===== src/rtl/bloom_count_query_sequencer_pkg.sv =====
// Shared types and defaults for the counting-Bloom-filter query sequencer.
//   state_e      : sequencer FSM states
//   DEF_*        : default NUM_HASHES / ADDR_WIDTH / COUNT_WIDTH
//   cnt_width()  : width of a counter able to hold 0..n
package bloom_pkg;

  localparam int unsigned DEF_NUM_HASHES  = 7;
  localparam int unsigned DEF_ADDR_WIDTH  = 20;
  localparam int unsigned DEF_COUNT_WIDTH = 4;

  typedef enum logic [1:0] {
    IDLE  = 2'd0,
    ISSUE = 2'd1,
    DRAIN = 2'd2,
    DONE  = 2'd3
  } state_e;

  // Bits needed to count from 0 up to and including n.
  function automatic int unsigned cnt_width(input int unsigned n);
    return $clog2(n + 1);
  endfunction

endpackage


===== src/rtl/bloom_count_query_sequencer_if.sv =====
// Query, counter-RAM read and result handshake bundle.
//   master : the sequencer side (accepts queries, issues reads, presents results)
//   slave  : the environment side (hash stage, RAM arbiter, result consumer)
interface bloom_count_query_sequencer_if #(
  parameter int unsigned NUM_HASHES  = bloom_pkg::DEF_NUM_HASHES,
  parameter int unsigned ADDR_WIDTH  = bloom_pkg::DEF_ADDR_WIDTH,
  parameter int unsigned COUNT_WIDTH = bloom_pkg::DEF_COUNT_WIDTH
) ();

  logic                             queryValid;
  logic                             queryReady;
  logic [NUM_HASHES*ADDR_WIDTH-1:0] queryAddrs;
  logic                             memReadReq;
  logic                             memReadGnt;
  logic [ADDR_WIDTH-1:0]            memReadAddr;
  logic                             memRspValid;
  logic [COUNT_WIDTH-1:0]           memRspData;
  logic                             resultValid;
  logic                             resultReady;
  logic [COUNT_WIDTH-1:0]           resultMinimum;
  logic                             resultIsMember;

  modport master (
    input  queryValid, queryAddrs, memReadGnt, memRspValid, memRspData, resultReady,
    output queryReady, memReadReq, memReadAddr, resultValid, resultMinimum, resultIsMember
  );

  modport slave (
    output queryValid, queryAddrs, memReadGnt, memRspValid, memRspData, resultReady,
    input  queryReady, memReadReq, memReadAddr, resultValid, resultMinimum, resultIsMember
  );

endinterface


===== src/rtl/bloom_count_query_sequencer_accum.sv =====
// Running count-min accumulator for one query.
//   i_clear  : start a new query (min = all ones, count = 0)
//   i_update : fold i_data into the running minimum and count it
//   o_min    : running minimum
//   o_rsp_cnt: responses folded so far
//   o_done_c : this cycle's update is the final (NUM_HASHES-th) response
module count_min_accumulator
  import bloom_pkg::*;
#(
  parameter int unsigned NUM_HASHES  = DEF_NUM_HASHES,
  parameter int unsigned COUNT_WIDTH = DEF_COUNT_WIDTH,
  parameter int unsigned CNT_WIDTH   = cnt_width(NUM_HASHES)
) (
  input  logic                   clk,
  input  logic                   rstb,
  input  logic                   i_clear,
  input  logic                   i_update,
  input  logic [COUNT_WIDTH-1:0] i_data,
  output logic [COUNT_WIDTH-1:0] o_min,
  output logic [CNT_WIDTH-1:0]   o_rsp_cnt,
  output logic                   o_done_c
);

  localparam int unsigned CW1 = CNT_WIDTH + 1;

  logic [COUNT_WIDTH-1:0] r_min;
  logic [CNT_WIDTH-1:0]   r_rsp_cnt;
  logic [CW1-1:0]         w_cnt_inc;

  // One extra bit so the compare against NUM_HASHES never wraps.
  assign w_cnt_inc = CW1'(r_rsp_cnt) + CW1'(1);
  assign o_done_c  = i_update && (w_cnt_inc == CW1'(NUM_HASHES));

  // Minimum and response count; equal values leave the minimum alone.
  always_ff @(posedge clk or negedge rstb) begin
    if (!rstb) begin
      r_min     <= '1;
      r_rsp_cnt <= '0;
    end else if (i_clear) begin
      r_min     <= '1;
      r_rsp_cnt <= '0;
    end else if (i_update) begin
      if (i_data < r_min) r_min <= i_data;
      r_rsp_cnt <= w_cnt_inc[CNT_WIDTH-1:0];
    end
  end

  assign o_min     = r_min;
  assign o_rsp_cnt = r_rsp_cnt;

endmodule


===== src/rtl/bloom_count_query_sequencer.sv =====
// Sequences one counting-Bloom-filter query: captures NUM_HASHES addresses,
// issues one counter-RAM read per address through a request/grant port,
// folds responses into a running minimum and presents the count-min estimate.
//   clk, rstb     : clock, asynchronous active-low reset
//   bus (master)  : query in, RAM read request/response, result out
//   busy          : FSM not idle
//   protocolError : sticky, a response arrived with no read outstanding
module bloom_count_query_sequencer
  import bloom_pkg::*;
#(
  parameter int unsigned NUM_HASHES  = DEF_NUM_HASHES,
  parameter int unsigned ADDR_WIDTH  = DEF_ADDR_WIDTH,
  parameter int unsigned COUNT_WIDTH = DEF_COUNT_WIDTH,
  parameter int unsigned CNT_WIDTH   = cnt_width(NUM_HASHES)
) (
  input  logic                          clk,
  input  logic                          rstb,
  bloom_count_query_sequencer_if.master bus,
  output logic                          busy,
  output logic                          protocolError
);

  localparam int unsigned QW = NUM_HASHES * ADDR_WIDTH;

  state_e                 r_state;
  state_e                 w_next;
  logic [QW-1:0]          r_addr_q;
  logic [CNT_WIDTH-1:0]   r_issue_cnt;
  logic                   r_protocol_error;

  logic                   w_accept;
  logic                   w_grant;
  logic                   w_last_grant;
  logic                   w_rsp_ok;
  logic                   w_done_c;
  logic [COUNT_WIDTH-1:0] w_min;
  logic [CNT_WIDTH-1:0]   w_rsp_cnt;

  assign w_accept     = (r_state == IDLE) && bus.queryValid;
  assign w_grant      = (r_state == ISSUE) && bus.memReadGnt;
  assign w_last_grant = w_grant && (r_issue_cnt == CNT_WIDTH'(NUM_HASHES - 1));
  // A response is legal only while a read is outstanding.
  assign w_rsp_ok     = bus.memRspValid && ((r_state == ISSUE) || (r_state == DRAIN))
                        && (w_rsp_cnt < r_issue_cnt);

  // Next-state logic.
  always_comb begin
    w_next = r_state;
    case (r_state)
      IDLE:    if (bus.queryValid) w_next = ISSUE;
      ISSUE: begin
        if (w_last_grant)  w_next = w_done_c ? DONE : DRAIN;
        else if (w_done_c) w_next = DONE;
      end
      DRAIN:   if (w_done_c) w_next = DONE;
      DONE:    if (bus.resultReady) w_next = IDLE;
      default: w_next = IDLE;
    endcase
  end

  // State register.
  always_ff @(posedge clk or negedge rstb) begin
    if (!rstb) r_state <= IDLE;
    else       r_state <= w_next;
  end

  // Captured addresses shift down on each grant so the head is always next.
  always_ff @(posedge clk or negedge rstb) begin
    if (!rstb) begin
      r_addr_q    <= '0;
      r_issue_cnt <= '0;
    end else if (w_accept) begin
      r_addr_q    <= bus.queryAddrs;
      r_issue_cnt <= '0;
    end else if (w_grant) begin
      r_addr_q    <= r_addr_q >> ADDR_WIDTH;
      r_issue_cnt <= r_issue_cnt + CNT_WIDTH'(1);
    end
  end

  // Sticky protocol error, cleared only by reset.
  always_ff @(posedge clk or negedge rstb) begin
    if (!rstb)                            r_protocol_error <= 1'b0;
    else if (bus.memRspValid && !w_rsp_ok) r_protocol_error <= 1'b1;
  end

  count_min_accumulator #(
    .NUM_HASHES  (NUM_HASHES),
    .COUNT_WIDTH (COUNT_WIDTH),
    .CNT_WIDTH   (CNT_WIDTH)
  ) u_accum (
    .clk       (clk),
    .rstb      (rstb),
    .i_clear   (w_accept),
    .i_update  (w_rsp_ok),
    .i_data    (bus.memRspData),
    .o_min     (w_min),
    .o_rsp_cnt (w_rsp_cnt),
    .o_done_c  (w_done_c)
  );

  // Outputs are decodes of registered state / registered data.
  assign bus.queryReady     = (r_state == IDLE);
  assign bus.memReadReq     = (r_state == ISSUE);
  assign bus.memReadAddr    = r_addr_q[ADDR_WIDTH-1:0];
  assign bus.resultValid    = (r_state == DONE);
  assign bus.resultMinimum  = w_min;
  assign bus.resultIsMember = (w_min != '0);
  assign busy               = (r_state != IDLE);
  assign protocolError      = r_protocol_error;

endmodule


===== src/flat_wrapper.sv =====
// flat-port wrapper written by rule: the top's interface ports become plain ports
module bloom_count_query_sequencer_flat import bloom_pkg::*;
#(
  parameter int unsigned NUM_HASHES  = DEF_NUM_HASHES,
  parameter int unsigned ADDR_WIDTH  = DEF_ADDR_WIDTH,
  parameter int unsigned COUNT_WIDTH = DEF_COUNT_WIDTH,
  parameter int unsigned CNT_WIDTH   = cnt_width(NUM_HASHES)
)
  (clk, rstb, busy, protocolError, bus_queryValid, bus_queryAddrs, bus_memReadGnt, bus_memRspValid, bus_memRspData, bus_resultReady, bus_queryReady, bus_memReadReq, bus_memReadAddr, bus_resultValid, bus_resultMinimum, bus_resultIsMember);
  bloom_count_query_sequencer_if #(.NUM_HASHES(NUM_HASHES), .ADDR_WIDTH(ADDR_WIDTH), .COUNT_WIDTH(COUNT_WIDTH)) bus_i ();
  input  logic clk;
  input  logic rstb;
  output logic busy;
  output logic protocolError;
  input wire logic [$bits(bus_i.queryValid)-1:0] bus_queryValid;
  input wire logic [$bits(bus_i.queryAddrs)-1:0] bus_queryAddrs;
  input wire logic [$bits(bus_i.memReadGnt)-1:0] bus_memReadGnt;
  input wire logic [$bits(bus_i.memRspValid)-1:0] bus_memRspValid;
  input wire logic [$bits(bus_i.memRspData)-1:0] bus_memRspData;
  input wire logic [$bits(bus_i.resultReady)-1:0] bus_resultReady;
  output wire logic [$bits(bus_i.queryReady)-1:0] bus_queryReady;
  output wire logic [$bits(bus_i.memReadReq)-1:0] bus_memReadReq;
  output wire logic [$bits(bus_i.memReadAddr)-1:0] bus_memReadAddr;
  output wire logic [$bits(bus_i.resultValid)-1:0] bus_resultValid;
  output wire logic [$bits(bus_i.resultMinimum)-1:0] bus_resultMinimum;
  output wire logic [$bits(bus_i.resultIsMember)-1:0] bus_resultIsMember;
  assign bus_i.queryValid = bus_queryValid;
  assign bus_i.queryAddrs = bus_queryAddrs;
  assign bus_i.memReadGnt = bus_memReadGnt;
  assign bus_i.memRspValid = bus_memRspValid;
  assign bus_i.memRspData = bus_memRspData;
  assign bus_i.resultReady = bus_resultReady;
  assign bus_queryReady = bus_i.queryReady;
  assign bus_memReadReq = bus_i.memReadReq;
  assign bus_memReadAddr = bus_i.memReadAddr;
  assign bus_resultValid = bus_i.resultValid;
  assign bus_resultMinimum = bus_i.resultMinimum;
  assign bus_resultIsMember = bus_i.resultIsMember;
  bloom_count_query_sequencer #(.NUM_HASHES(NUM_HASHES), .ADDR_WIDTH(ADDR_WIDTH), .COUNT_WIDTH(COUNT_WIDTH), .CNT_WIDTH(CNT_WIDTH)) u_core (.clk(clk), .rstb(rstb), .bus(bus_i), .busy(busy), .protocolError(protocolError));
endmodule

===== config.mk =====
export PLATFORM = sky130hd
export DESIGN_NAME = bloom_count_query_sequencer_flat
export DESIGN_NICKNAME = d
export VERILOG_FILES = /design/src/rtl/bloom_count_query_sequencer_pkg.sv /design/src/rtl/bloom_count_query_sequencer_if.sv /design/src/rtl/bloom_count_query_sequencer_accum.sv /design/src/rtl/bloom_count_query_sequencer.sv /design/src/flat_wrapper.sv
export SDC_FILE = /design/constraint.sdc
export NUM_CORES = 1
export LEC_CHECK = 0
export ABC_CLOCK_PERIOD_IN_PS = 1500
export CORE_UTILIZATION = 28
export DETAILED_ROUTE_END_ITERATION = 16
export PLACE_DENSITY_LB_ADDON = 0.12
export SYNTH_ARGS = -nofsm -noshare
export SYNTH_HDL_FRONTEND = slang
export SYNTH_SLANG_ARGS = --single-unit

===== constraint.sdc =====
create_clock -name clk -period 1.5 [get_ports clk]
set_input_delay 0.15 -clock clk [delete_from_list [all_inputs] [get_ports clk]]
set_output_delay 0.15 -clock clk [all_outputs]
set_load 0.02 [all_outputs]

[Word level (Yosys, flattened, before mapping)]
Cells that the tools add are included.
Storage, ports and cells
  input port bits: 150
  word-level logic and storage cells: 49
  bits in registers: 153
Cells by class
  reductions and logical operators: 17
  add/sub/neg operators: 2
  order comparisons: 2
  eq/ne operators: 7
  mux-type cells: 15
Operator list (count)
  two-way mux 140 bit: 2
  two-way mux 3 bit: 4
  two-way mux 4 bit: 3
  two-way mux 2 bit: 4
  case mux 2 bit (4 select lines): 1
  nonzero test 2 bit: 4
  logical AND 1 bit: 7
  adder 3 x 1 -> 4 bit (second input constant): 1
  equality test 2 bit (second input constant): 2
  equality test 4 x 3 -> 1 bit (second input constant): 1
  < comparator 4 bit: 1
  inequality test 2 bit (second input constant): 2
  AND reduction 2 bit: 2
  nonzero test 4 bit: 1
  adder 3 x 1 -> 3 bit (second input constant): 1
  equality test 3 bit (second input constant): 1
  < comparator 3 bit: 1
  equality test 2 x 1 -> 1 bit (second input constant): 1
  logical NOT 2 bit: 1
  logical NOT 1 bit: 1
  logical OR 1 bit: 1
  two-way mux 1 bit: 1

[Logic depth before layout (Yosys ltp)]
  word-level depth: 8
  gate-level depth with buffers: 9

[Cells and area by module]
A second synthesis with hierarchy kept.
Second synthesis, totals
  cells, all modules: 690
  area total of the unflattened synthesis: 7415.9 µm²
Modules (own cells, without submodules)
  bloom_count_query_sequencer: seq. area each 3653.5 µm², area each 6930.4 µm², cells an instance 640, times used 1
  count_min_accumulator: seq. area each 180.2 µm², area each 485.5 µm², cells an instance 50, times used 1

[Worst setup path before layout]
No wires, ideal clock.
  path kind: reg2reg
  from: reg u_core.u_accum.r_min[1], in the netlist u_core.u_accum.o_min[1]
  to: reg u_core.u_accum.r_min[0], in the netlist u_core.u_accum.o_min[0]
  arrival time: 1.719 ns
  data required time: 1.425 ns
  cell stages (with the launch flop): 6
  path slack: -0.294 ns
  path through: dfstp_2 -> inv_1 -> ha_1 -> a211o_1 -> a211oi_4 -> mux2i_1
Between the ends
  longest elaborated chain between the ends: 3
RTL lines
  from (decl): RTL line bloom_count_query_sequencer_accum.sv:26  | logic [COUNT_WIDTH-1:0] r_min;
  from (signal assigned): RTL line bloom_count_query_sequencer_accum.sv:43  | if (i_data < r_min) r_min <= i_data;
  < comparator 4 bit: RTL line bloom_count_query_sequencer_accum.sv:43
  nonzero test 2 bit (no source line)
  AND reduction 2 bit (no source line)
No other way between the ends.
A chain may end at the register's enable or synchronous reset.

[Worst setup path after layout]
  from: reg u_core.u_accum.r_min[1], in the netlist u_core.u_accum.o_min[1]
  to: reg u_core.u_accum.r_min[3], in the netlist u_core.u_accum.o_min[3]
Same word-level chain as after synthesis.

==> key figures <==
Power and ir drop
  • Cell Pwr Density: 1890 nW/um2
  • Total power: 0.0253 W
  • Pleak: 6.31 nW
  • Peak supply drop: 0.740 mV

Die
  • Core Area: 25300 um2
  • Row Count: 58
  • Initial core utilization: 0.287
  • Die Y: 163 um
  • Top-Level Pins: 180
  • Die Area: 26500 um2
  • Die width: 163 um

Global routing
  • Global-route wire length before repair: 36800 um
  • GR Overflow Total: 0
  • Largest net degree at the start of global routing: 54
  • Vias in the first global route: 6522
  • Initial antenna violation count: 0
  • Total global-route track usage: 0.182

Setup path
  • RR Startpoint: u_core.u_accum.o_min[1]
  • Max FO, Critical Path: 4
  • Worst EP required: 1.85 ns
  • Reg2reg setup slack: -0.26 ns
  • Worst Path Arrival: 2.11 ns
  • Worst setup EP type: flip-flop
  • Worst reg2reg path depth: 5
  • Kind of critical path: reg2reg
  • Crit start category: flip-flop
  • Crit Reg-Reg Endpoint: u_core.u_accum.o_min[3]

Detailed routing
  • Top layer in use: met4
  • WL met2: 12200 um
  • Routed WL per cell: 19.0 um
  • Met1 WL: 10900 um
  • DRT Pass-1 Iters: 4
  • Via count: 6164
  • Post-route ant nets: 0
  • Drt initial violations: 202
  • Vias/cell: 4.74
  • Final WL: 24700 um
  • Drc violations: 0
  • Met3 wire length: 1070 um

Logic synthesis
  • Post-Synth Adder-Cell Area: 0.0225
  • Area leader, netlist: dfrtp_1
  • Cells after synthesis: 682
  • Ys Warns: 0
  • Seq cells post-synth: 153
  • Mux cell area share after synthesis: 0.171
  • Post-synth cell types: 36
  • Simple-Gate Fraction of Synth Area: 0.0843
  • Synthesized Nets: 845
  • Mean Syn Cell Area: 10.6 um2
  • Synth top area share: 0.515
  • Post-synth EDFFs: 0
  • Post-synth ARST share: 1.00
  • Top FF cell, synth: dfrtp_1
  • Combinational family with the most area after synthesis: multiplexers
  • Seq/Total Area, Yosys: 0.529
  • Dominant cells by area after synthesis: dfrtp_1 51%, mux2i_1 17%, o21ai_0 8.4%, nand2_1 6.5%, buf_4 3.0%
  • Compound-Gate Fraction of Synth Area: 0.128
  • Synthesized area: 7240 um2
  • Synth Area in XOR/XNOR: 0.00484

STA
  • Slew @ Worst Pin: 0.577 ns
  • RSZ-0062 raised after global routing: yes
  • Setup violators final: 150
  • Final max-slew violation count: 0
  • Slew HR: 0.616
  • Hold Fails Final Rpt: 0
  • Setup TNS Final: -21.83 ns
  • Max frequency: 569 MHz
  • Worst Skew: 0.0103 ns
  • Fin crit share: 1.17
  • Period minus WS final: 1.76 ns
  • PnR worst setup slack: -0.259 ns

Finish
  • Nets: 1121
  • # fillers: 2142
  • Share of cells above drive strength 1: 0.457
  • Antenna diodes: 0
  • Syn-to-layout area delta: 84.7%
  • Most frequent cells in the layout: 148 x clkdlybuf4s50_1, 148 x dfrtp_1, 103 x mux2i_1, 92 x o21ai_2, 60 x nand2_4

Run
  • Number of max-cap violations: 0

Status
  • Status: complete, but fails checks
  • Failing checks: negative setup slack

Worst hold path
  • Hold WC Path Type: in2async

Placement
  • IO Port Bufs: 179
  • Post-DP HPWL: 14100 um
  • DP Worst Slack: -0.441 ns
  • GP Congestion: 0.796

Clock tree
  • Worst-path clk slew: 0.07 ns
  • CTS tree: yes
  • Clock latency on the worst-skew pair: 0.42 ns
  • TritonCTS Sinks: 153
  • Clock root buffer: clkbuf_16
  • Maximum root-to-sink buffer count: 2
  • H-tree depth: 4
  • Total CTS buffers: 17
==> kinds of logic after synthesis <==
group / Yosys count
and+or+nand+nor: 153
muxes: 124
buffers and inverters: 77
adders and majority gates: 13
DFF: 153
xor gates and xnor gates: 4
AOI/OAI and AO/OA: 158
==> synthesized netlist by cell type, drive strengths merged, types with 2 or more instances <==
library cell / count
nand2: 125
ha: 13
dfstp: 4
o21ai: 122
clkbuf: 12
nor2: 18
a211oi: 3
a21oi: 2
o31ai: 2
nor2b: 4
dfrtp: 149
a22o: 21
mux2i: 124
buf: 54
inv: 11
xnor2: 3
==> metal layers <==
metal / vias to the layer above / track usage
met1: 3061 / 0.238
met3: 28 / 0.0400
met4: 0 / 0.0514
met2: 148 / 0.301
met5: - / 0
li1: 2927 / -
==> state kept, by name, summed over array words and instances (netlist names) <==
register                  count
u_core.u_accum.o_min          4
u_core.r_issue_cnt            3
u_core.protocolError          1
u_core.r_addr_q             140
u_core.r_state                2
u_core.u_accum.o_rsp_cnt      3
==> worst max-delay path, cell delays in order, from the launching register on <==
cell and delay [ns]:
dfstp_2 0.54, inv_2 0.04, ha_4 0.20, a211o_1 0.29, a211oi_4 0.39, mux2i_1 0.24
==> power by group <==
| group | switching (W) | internal [W] |
|---|---|---|
| sequential | 0.00145 | 0.00610 |
| combinational | 0.00581 | 0.00734 |
| clock | 0.00184 | 0.00281 |
==> layout make-up <==
type | instances | area (um2) | share of cell area
Timing Repair Buffer | 322 | 4210 | 0.315
Tap cell | 330 | 413 | 0.0309
Clock inverter | 13 | 193 | 0.0144
Sequential cell | 153 | 3830 | 0.287
Multi-Input combinational cell | 453 | 4250 | 0.318
Inverter | 11 | 46.3 | 0.00346
Clock buffer | 19 | 433 | 0.0324
==> how the worst max path moves through the flow <==
stage | start | cells past startpoint | slack, ns | end
global placement | bus_memRspData[1] | 5 | -0.38 | u_core.u_accum.o_min[0]
detailed placement | bus_memRspData[1] | 5 | -0.44 | u_core.u_accum.o_min[2]
floorplan | u_core.u_accum.o_min[1] | 5 | -0.29 | u_core.u_accum.o_min[0]
finish | u_core.u_accum.o_min[1] | 5 | -0.26 | u_core.u_accum.o_min[3]
global route | u_core.u_accum.o_min[1] | 5 | -0.32 | u_core.u_accum.o_min[2]
CTS | u_core.u_accum.o_min[1] | 5 | -0.27 | u_core.u_accum.o_min[3]
==> metrics by stage <==
stage | utilization | hold slack [ns] | std cells | instance area (um2)
floorplan | - | -0.146 | 682 | 7370
global placement | 0.384 | 0.159 | 1179 | 9700
finish | 0.530 | 0.265 | 1301 | 13400
global route | 0.530 | 0.260 | 1301 | 13400
CTS | 0.493 | 0.247 | 1295 | 12400
detailed placement | 0.384 | 0.166 | 1179 | 9700
==> repair_timing <==
item                                    in CTS  in global routing
cloned                                      34                 14
gates resized for setup                    353                270
hold buffers                                 1                  0
pin swaps                                   78                 99
hold endpoints to repair                    43                  0
endpoints found under the setup margin     174                160
setup buffers                               51                 19
No activity file was read; power rests on OpenSTA's default activity.
